--- config.mk ---
export PLATFORM = sky130hd
export DESIGN_NAME = sar_host_seq
export DESIGN_NICKNAME = d
export VERILOG_FILES = /design/src/rtl/sar_host_seq_pkg.sv /design/src/rtl/sar_result_fifo.sv /design/src/rtl/sar_host_seq.sv
export SDC_FILE = /design/constraint.sdc
export NUM_CORES = 1
export LEC_CHECK = 0
export ABC_CLOCK_PERIOD_IN_PS = 2200
export CORE_ASPECT_RATIO = 1.4
export CORE_MARGIN = 4
export CORE_UTILIZATION = 38
export DETAILED_ROUTE_END_ITERATION = 10
export SYNTH_ARGS = -nofsm -noshare
export SYNTH_HDL_FRONTEND = slang
export SYNTH_SLANG_ARGS = --single-unit
--- constraint.sdc ---
create_clock -name clock -period 2.2 [get_ports clock]
set_input_delay 0.44 -clock clock [delete_from_list [all_inputs] [get_ports clock]]
set_output_delay 0.44 -clock clock [all_outputs]
set_load 0.02 [all_outputs]
--- src/rtl/sar_host_seq_pkg.sv ---
`default_nettype none
// ============================================================================
// Module   : sar_host_seq_pkg
// Function : Shared constants and state encoding for the SAR host sequencer.
// Revision : 1.0
// ============================================================================
package sar_host_seq_pkg;

    localparam int unsigned RES_W       = 3;
    localparam int unsigned DEPTH_DEF   = 4;
    localparam int unsigned TIMEOUT_DEF = 32;

    typedef logic [2:0] state_t;

    localparam state_t ST_IDLE    = 3'd0;
    localparam state_t ST_START   = 3'd1;
    localparam state_t ST_BUSY    = 3'd2;
    localparam state_t ST_CAPTURE = 3'd3;
    localparam state_t ST_GAP     = 3'd4;

endpackage
`default_nettype wire

--- src/rtl/sar_result_fifo.sv ---
`default_nettype none
// ============================================================================
// Module   : sar_result_fifo
// Function : First-word-fall-through result FIFO with registered head and flags.
// Revision : 1.0
// ============================================================================
module sar_result_fifo
    import sar_host_seq_pkg::*;
#(
    parameter int unsigned DEPTH = DEPTH_DEF,
    localparam int unsigned PTR_W = $clog2(DEPTH),
    localparam int unsigned CNT_W = $clog2(DEPTH + 1)
) (
    input  logic             clk_i,
    input  logic             rst_ni,
    input  logic             push_i,
    input  logic             pop_i,
    input  logic [RES_W-1:0] data_i,
    output logic [RES_W-1:0] data_o,
    output logic [CNT_W-1:0] count_o,
    output logic             empty_o,
    output logic             full_o,
    output logic             drop_o
);

    logic [RES_W-1:0] mem_q [DEPTH];
    logic [PTR_W-1:0] wr_q, wr_d, rd_q, rd_d;
    logic [CNT_W-1:0] cnt_q, cnt_d;
    logic [RES_W-1:0] head_q, head_d;
    logic             empty_q, full_q;
    logic             do_push, do_pop;

    always_comb begin
        do_pop  = pop_i && !empty_q;
        do_push = push_i && (!full_q || do_pop);
        drop_o  = push_i && full_q && !do_pop;
        wr_d    = do_push ? wr_q + PTR_W'(1) : wr_q;
        rd_d    = do_pop  ? rd_q + PTR_W'(1) : rd_q;
        cnt_d   = cnt_q;
        if (do_push && !do_pop) begin
            cnt_d = cnt_q + CNT_W'(1);
        end else if (do_pop && !do_push) begin
            cnt_d = cnt_q - CNT_W'(1);
        end
        // Head is precomputed so rdData is a flop; a same-cycle push may land at the new head.
        head_d = '0;
        if (cnt_d != '0) begin
            head_d = (do_push && (wr_q == rd_d)) ? data_i : mem_q[rd_d];
        end
    end

    always_ff @(posedge clk_i or negedge rst_ni) begin
        if (!rst_ni) begin
            for (int i = 0; i < int'(DEPTH); i++) begin
                mem_q[i] <= '0;
            end
            wr_q    <= '0;
            rd_q    <= '0;
            cnt_q   <= '0;
            head_q  <= '0;
            empty_q <= 1'b1;
            full_q  <= 1'b0;
        end else begin
            if (do_push) begin
                mem_q[wr_q] <= data_i;
            end
            wr_q    <= wr_d;
            rd_q    <= rd_d;
            cnt_q   <= cnt_d;
            head_q  <= head_d;
            empty_q <= (cnt_d == '0);
            full_q  <= (cnt_d == CNT_W'(DEPTH));
        end
    end

    assign data_o  = head_q;
    assign count_o = cnt_q;
    assign empty_o = empty_q;
    assign full_o  = full_q;

endmodule
`default_nettype wire

--- src/rtl/sar_host_seq.sv ---
`default_nettype none
// ============================================================================
// Module   : sar_host_seq
// Function : Periodic SAR conversion sequencer with handshake timeout and result FIFO.
// Revision : 1.0
// ============================================================================
module sar_host_seq
    import sar_host_seq_pkg::*;
#(
    parameter int unsigned DEPTH   = DEPTH_DEF,
    parameter int unsigned TIMEOUT = TIMEOUT_DEF
) (
    input  logic                           clock,
    input  logic                           reset,
    input  logic                           enable,
    input  logic [7:0]                     period,
    output logic                           nStartCnv,
    input  logic                           nEndCnv,
    input  logic [RES_W-1:0]               dataIn,
    input  logic                           rdEn,
    output logic [RES_W-1:0]               rdData,
    output logic [$clog2(DEPTH+1)-1:0]     count,
    output logic                           empty,
    output logic                           full,
    output logic                           busy,
    output logic                           overflow,
    output logic                           timeout,
    input  logic                           clrErr
);

    localparam int unsigned WAIT_W = $clog2(TIMEOUT);

    state_t              state_q, state_d;
    logic [WAIT_W-1:0]   wait_q, wait_d;
    logic [7:0]          gap_q, gap_d;
    logic                nstart_q, nstart_d;
    logic                busy_q, busy_d;
    logic                ovf_q, ovf_d;
    logic                to_q, to_d;
    logic                to_set, push, drop;

    always_ff @(posedge clock or negedge reset) begin
        if (!reset) begin
            state_q  <= ST_IDLE;
            wait_q   <= '0;
            gap_q    <= '0;
            nstart_q <= 1'b1;
            busy_q   <= 1'b0;
            ovf_q    <= 1'b0;
            to_q     <= 1'b0;
        end else begin
            state_q  <= state_d;
            wait_q   <= wait_d;
            gap_q    <= gap_d;
            nstart_q <= nstart_d;
            busy_q   <= busy_d;
            ovf_q    <= ovf_d;
            to_q     <= to_d;
        end
    end

    always_comb begin
        state_d = state_q;
        wait_d  = wait_q;
        gap_d   = gap_q;
        to_set  = 1'b0;
        push    = 1'b0;
        case (state_q)
            ST_IDLE: begin
                if (enable) begin
                    state_d = ST_START;
                    wait_d  = '0;
                end
            end
            ST_START, ST_BUSY: begin
                // START waits for the converter to go busy, BUSY waits for it to finish.
                if ((state_q == ST_START) ? nEndCnv : !nEndCnv) begin
                    state_d = (state_q == ST_START) ? ST_BUSY : ST_CAPTURE;
                    wait_d  = '0;
                end else if (wait_q == WAIT_W'(TIMEOUT - 1)) begin
                    state_d = ST_GAP;
                    gap_d   = period;
                    to_set  = 1'b1;
                end else begin
                    wait_d  = wait_q + WAIT_W'(1);
                end
            end
            ST_CAPTURE: begin
                push    = 1'b1;
                state_d = ST_GAP;
                gap_d   = period;
            end
            ST_GAP: begin
                if (gap_q == '0) begin
                    state_d = ST_IDLE;
                end else begin
                    gap_d   = gap_q - 8'd1;
                end
            end
            default: state_d = ST_IDLE;
        endcase
    end

    always_comb begin
        nstart_d = (state_d != ST_START);
        busy_d   = (state_d == ST_START) || (state_d == ST_BUSY);
        // A flag raised in the same cycle as clrErr survives the clear.
        to_d     = (to_q && !clrErr) || to_set;
        ovf_d    = (ovf_q && !clrErr) || drop;
    end

    sar_result_fifo #(
        .DEPTH (DEPTH)
    ) u_fifo (
        .clk_i   (clock),
        .rst_ni  (reset),
        .push_i  (push),
        .pop_i   (rdEn),
        .data_i  (dataIn),
        .data_o  (rdData),
        .count_o (count),
        .empty_o (empty),
        .full_o  (full),
        .drop_o  (drop)
    );

    assign nStartCnv = nstart_q;
    assign busy      = busy_q;
    assign overflow  = ovf_q;
    assign timeout   = to_q;

endmodule
`default_nettype wire
==> run_results.csv, run 1 <==
group,metric,value,unit
status,outcome,"finished, final reports clean",
finish,final_nets,307,
finish,diodes,0,
sta,drv_slew,0,
critical_path,crit_start,"wait_q[0]",
sta,final.min_clock_period,2.01,ns
finish,final_common_cell,"dfrtp_1",
sta,worst_clock_skew,0.0107,ns
floorplanning,ioPinCount,29,
critical_path,cp-end-kind,"register",
synthesis,synth_edf_count,0,
sta,hold_viol_final,0,
critical_path,crit_path_top_delay_cell,"dfrtp_1",
route,ant_nets,0,
finish,stdcell_count,353,
floorplanning,dieWidth,76.2,microns
finish,area.growth.synth_to_final,21.4,%
route,dr_wl_met2,2350,microns
sta,min_period_over_period,91.4,%
synthesis,ys_seq_area_share,44.6,%
route,avgRoutedWirePerCell,13.2,microns
clocking,cts_tree,"yes",
global_route,grt_max_degree,45,
finish,num-fill-cells,586,
power_and_ir_drop,finalPower,3.94,mW
synthesis,yosys-top-cells-area,"dfrtp_1, mux2_2, ha_1, mux2i_1, nand2_1",
synthesis,synth_cell_type_count,47,
global_route,grt_usage,12.2,%
floorplanning,rows,34,
floorplanning,core-area,6250,sq um
min_path,hp-class,"primary input to async pin",
critical_path,crit_chain,"ha_2, and3_1, ha_1, a21oi_1, o22a_2, o22ai_4, buf_4, o211ai_1, o21ai_0",
placement,dpl_cell_area,2860,sq um
route,top_layer,"met4",
flow_run,max_cap_viol_count,0,
critical_path,worstPathMaxFanout,7,
critical_path,critPathKind,"register to register",
power_and_ir_drop,powerDensity,1310,nW/um^2
sta,maxSlewHeadroom,62.6,%
global_route,grt_pass1_vias,1816,
critical_path,slowest_delay,0.41,ns
synthesis,synth_compound_area_share,13.2,%
synthesis,synth-simple-area-share,16.9,%
sta,rsz0062_at_grt,"false",
sta,setup_viol,0,
synthesis,ys_ff_latch,44,
placement,pre_cts_slack,-0.0230,ns
clocking,ctsHoldBuffers,0,
sta,fin_ws,0.189,ns
route,viasPerCell,5.33,
global_route,antenna_found_initial,0,
synthesis,yosys.area.top_type,"dfrtp_1",
finish,finalInstanceArea,3000,sq um
synthesis,synth_xor_area_share,2.13,%
floorplanning,initial_core_util,39.5,%
route,num_vias,1882,
clocking,clock_latency,0.30,ns
clocking,ctsRootBufferMaster,"clkbuf_8",
synthesis,yosysTopAreaCellShare,42.5,%
critical_path,cp-start-kind,"register",
synthesis,synthAdderAreaFrac,5.06,%
route,wl_met1,1990,microns
route,drc,0,
synthesis,synth_top_family_by_area,"simple AND/OR/NAND/NOR gates",
global_route,grt_pass1_wl,7920,microns
route,dr_wl_met3,165,microns
synthesis,syn_area,2470,sq um
synthesis,synth_ff_type,"dfrtp_1",
power_and_ir_drop,p_leak,1.31,nW
floorplanning,die_y,103,microns
placement,dp_hpwl,3450,microns
power_and_ir_drop,peakVddDrop,464,uV
finish,mostFrequentLayoutCells,"dfrtp_1, nand2_1, clkdlybuf4s50_1",
placement,place.port_buffers,28,
floorplanning,dieArea,7880,sq um
finish,layout-drive-gt1-share,16.7,%
clocking,htreeDepth,2,
clocking,cts_inserted_buffers,5,
placement,gp_congestion,0.775,
critical_path,regToRegEndpoint,"gap_q[1]",
route,drt-total-wl,4650,microns
route,firstDrtPassIters,4,
synthesis,synth-async-reset-ratio,100,%
synthesis,syn_area_per_cell,10.3,sq um
critical_path,rrSetupSlack,0.19,ns
global_route,overflow,0,
synthesis,yosys-mux-area-fraction,13.7,%
sta,max_freq,497,MHz
synthesis,ys_warn_count,0,
sta,worstMarginPinSlew,0.562,ns
critical_path,reg2reg_depth,9,
clocking,path_clk_slew,0.09,ns
synthesis,netlist_instances,240,
critical_path,crit_required,2.37,ns
clocking,cts_sinks,44,
route,drt_iter0_markers,71,
synthesis,synthesis.nets,267,
critical_path,r2r_start,"wait_q[0]",
clocking,clockBufferDepth,2,
critical_path,arrival,2.18,ns
placement,place_inst,343,
==> logic make-up (layout without fill, tap and decap cells) <==
logic type,after synthesis,in the layout
mux,28,28
flops,44,44
fa+ha+maj,10,10
xor+xnor,6,6
buf+inv,20,61
simple gates,80,80
compound gates,52,52
==> synth_stat cells (2+ instances only) <==
library cell	number
and3_1	3
nor2_1	12
nor4_1	2
o21ai_0	19
dfstp_2	2
buf_2	3
nor3_1	5
ha_1	10
xor2_1	2
mux4_2	2
o22ai_1	4
nand2_1	30
inv_1	11
buf_6	3
nand3_1	9
a21oi_1	12
o31ai_1	3
mux2i_1	12
mux2_2	13
buf_4	2
dfrtp_1	42
nand2b_1	2
a22oi_1	2
a211oi_1	3
xnor2_1	4
or3_1	3
and2_1	4
o211ai_1	2
==> worst max-delay path, delay by kind of cell (launching register included) <==
kind	cells	cell delay, ns
compound gates	5	0.68
fa+ha+maj	2	0.43
flops	1	0.41
simple gates	1	0.19
buf+inv	1	0.17
==> layer usage <==
metal | vias to the layer above | track usage [%]
met2 | 33 | 22.2
met3 | 14 | 2.95
met5 | - | 0
li1 | 943 | -
met4 | 0 | 5.38
met1 | 892 | 13.5
==> through the flow <==
stage | utilization (%) | hold slack (ns) | setup TNS (ns)
2_1_floorplan | - | 0.144 | 0
3_3_place_gp | 45.7 | 0.467 | 0
3_5_place_dp | 45.7 | 0.474 | -0.0447
4_1_cts | 47.6 | 0.228 | 0
5_1_grt | 48.0 | 0.257 | 0
6_report | 48.0 | 0.202 | 0
==> power breakdown <==
part	switching, mW	internal [mW]	total [mW]	leakage, nW
clock network	0.298	0.342	0.641	0.0548
logic	0.894	0.948	1.84	0.705
registers	0.310	1.15	1.46	0.551
total	1.50	2.44	3.94	1.31
==> sequential cells by signal, indices dropped and copies added, names as in the netlist, 2 cells and up <==
| name | cells |
|---|---|
| u_fifo.count_o | 3 |
| u_fifo.wr_q | 2 |
| u_fifo.rd_q | 2 |
| wait_q | 5 |
| u_fifo.mem_q | 12 |
| u_fifo.data_o | 3 |
| gap_q | 8 |
| state_q | 3 |
==> worst max path at each step <==
stage                                  end  slack, ns
after floorplan                   gap_q[1]       0.25
after global placement    u_fifo.data_o[2]       0.03
after detailed placement  u_fifo.data_o[1]      -0.02
after CTS                         gap_q[1]       0.01
after global routing              gap_q[0]      0.004
final                             gap_q[1]       0.19
==> layout make-up <==
type                       count  area [sq um]  area share (%)
timing repair buffer          42           380            12.7
inverter                      11          41.3            1.38
sequential                    44          1100            36.8
tap                           72          90.1            3.00
multi-input combinational    176          1270            42.4
clock inverter                 3          46.3            1.54
clock buffer                   5          68.8            2.29
==> timing repair <==
item / in CTS / in global routing
gates resized for setup: 0 / 3
setup endpoints to repair: 1 / 10
pin swaps: 1 / 1
setup buffers: 0 / 2
No activity file was read; power rests on OpenSTA's default activity.
==> run 2, diff against run 1 <==
CTS_CLUSTER_SIZE = 16   (was not set)
HOLD_SLACK_MARGIN = 0.02   (was not set)
==> results of run 2 <==
Same layout as run 1: the final DEF is identical, and so are final timing and power.
==> run 3, diff against run 2 <==
PLACE_DENSITY_LB_ADDON = 0.1   (was not set)
==> run 3 against run 2 <==
Against the previous run: clock skew is 0.0012 ns higher; flip-flop and latch count unchanged; combinational power hardly changed; sequential power about the same; fmax rose by 0.16%; critical path depth is the same; wire length is 2.1% higher; utilization fell by 0.70 points; global-route usage grew 0.68 points; register-to-register slack is essentially flat; first-iteration DRC count up 20%; critical path type unchanged; largest cell class unchanged.
==> run_results.csv, run 3 (synthesis gave the netlist of run 1 again) <==
group,metric,value,unit
status,outcome,"finished, final reports clean",
critical_path,crit_path_top_delay_cell,"dfrtp_1",
finish,final_common_cell,"dfrtp_1",
power_and_ir_drop,p_leak,1.28,nW
floorplanning,dieWidth,76.2,microns
critical_path,cp_top_family,"compound AO/OA/AOI/OAI gates",
sta,setup_viol,0,
sta,rsz0062_at_grt,"false",
sta,worstMarginPinSlew,0.568,ns
finish,diodes,0,
finish,final_nets,303,
sta,max_freq,498,MHz
global_route,grt_pass1_wl,8310,microns
clocking,clock_latency,0.30,ns
finish,area.growth.synth_to_final,19.6,%
sta,worst_clock_skew,0.0119,ns
finish,mostFrequentLayoutCells,"dfrtp_1, nand2_1, clkdlybuf4s50_1",
critical_path,reg2reg_depth,9,
route,firstDrtPassIters,4,
finish,largest-register,"u_fifo.mem_q",
power_and_ir_drop,finalPower,3.81,mW
clocking,ctsHoldBuffers,0,
finish,num-fill-cells,617,
placement,place_inst,341,
critical_path,slowest_delay,0.42,ns
sta,min_period_over_period,91.3,%
critical_path,cp-end-kind,"register",
floorplanning,ioPinCount,29,
route,drt-total-wl,4750,microns
clocking,post_cts_buffers,0,
floorplanning,dieArea,7880,sq um
clocking,cts_sinks,44,
route,ant_nets,0,
global_route,grt_usage,12.8,%
route,drt_iter0_markers,85,
finish,finalInstanceArea,2960,sq um
clocking,clockBufferDepth,2,
floorplanning,die_y,103,microns
sta,hold_viol_final,0,
route,viasPerCell,5.34,
critical_path,r2r_start,"wait_q[0]",
global_route,grt_pass1_vias,1838,
floorplanning,initial_core_util,39.5,%
finish,stdcell_count,349,
clocking,htreeDepth,2,
route,drc,0,
placement,place.port_buffers,28,
finish,post-route-util,47.3,%
power_and_ir_drop,powerDensity,1290,nW/um^2
sta,holdWs,0.205,ns
finish,largestRegisters,"u_fifo.mem_q (12), gap_q (8), wait_q (5)",
global_route,grt_max_degree,45,
sta,final.min_clock_period,2.01,ns
floorplanning,core-area,6250,sq um
global_route,antenna_found_initial,0,
finish,largest_reg_flops,12,
critical_path,regToRegEndpoint,"gap_q[1]",
route,num_vias,1862,
critical_path,worstPathMaxFanout,12,
min_path,hp-class,"primary input to async pin",
floorplanning,rows,34,
clocking,cts_inserted_buffers,5,
flow_run,max_cap_viol_count,0,
power_and_ir_drop,peakVddDrop,451,uV
placement,gp_congestion,0.751,
clocking,cts_tree,"yes",
placement,dpl_cell_area,2850,sq um
critical_path,cp-start-kind,"register",
route,avgRoutedWirePerCell,13.6,microns
placement,dp_hpwl,3530,microns
critical_path,crit_required,2.38,ns
critical_path,rrSetupSlack,0.19,ns
critical_path,critPathKind,"register to register",
sta,maxSlewHeadroom,62.1,%
clocking,path_clk_slew,0.09,ns
clocking,ctsRootBufferMaster,"clkbuf_8",
critical_path,crit_chain,"ha_1, and3_1, ha_2, a21oi_2, o22a_1, o22ai_4, buf_6, o211ai_1, o21ai_0",
sta,drv_slew,0,
critical_path,crit_buf_inv,1,
critical_path,arrival,2.19,ns
global_route,overflow,0,
finish,layout-drive-gt1-share,15.9,%
[run 3: cell type report]
cell class	count	area [sq um]	share of cell area [%]
Multi-Input combinational cell	176	1280	43.1
Clock buffer	5	68.8	2.33
Timing Repair Buffer	38	354	12.0
Tap cell	72	90.1	3.05
Sequential cell	44	1100	37.3
Inverter	11	41.3	1.40
Clock inverter	3	23.8	0.804
[run 3: worst max path at each step]
| stage | startpoint | endpoint | slack (ns) | cells past startpoint |
|---|---|---|---|---|
| final | wait_q[0] | gap_q[1] | 0.19 | 9 |
| after global routing | wait_q[0] | gap_q[3] | 0.04 | 9 |
| after CTS | wait_q[0] | gap_q[1] | 0.07 | 9 |
| after detailed placement | rdEn | u_fifo.data_o[2] | -0.02 | 6 |
| after global placement | rdEn | u_fifo.data_o[2] | 0.02 | 6 |
| after floorplan | wait_q[0] | gap_q[1] | 0.25 | 9 |
[run 3: layer usage]
metal  up-vias  GRT usage (%)  wire [microns]
met5         -              0               0
met4         0           4.98              90
met3         7           2.51             146
met2        24           23.4            2440
met1       908           14.9            2070
li1        923              -               -
[run 3: per-stage QoR]
stage | worst slack (ns) | TNS [ns]
2_1_floorplan | 0.250 | 0
3_3_place_gp | 0.0185 | 0
3_5_place_dp | -0.0169 | -0.0486
4_1_cts | 0.0701 | 0
5_1_grt | 0.0372 | 0
6_report | 0.192 | 0
[run 3: what timing repair did]
action | in CTS | in global routing
resized for setup | 0 | 5
setup endpoints to repair | 0 | 8
endpoints found under the hold margin | 0 | 0
[run 3: where the power goes]
| part | total (mW) | internal, mW | switching [mW] |
|---|---|---|---|
| clock | 0.521 | 0.225 | 0.296 |
| combinational | 1.82 | 0.929 | 0.895 |
| sequential | 1.46 | 1.15 | 0.314 |
| total | 3.81 | 2.30 | 1.51 |
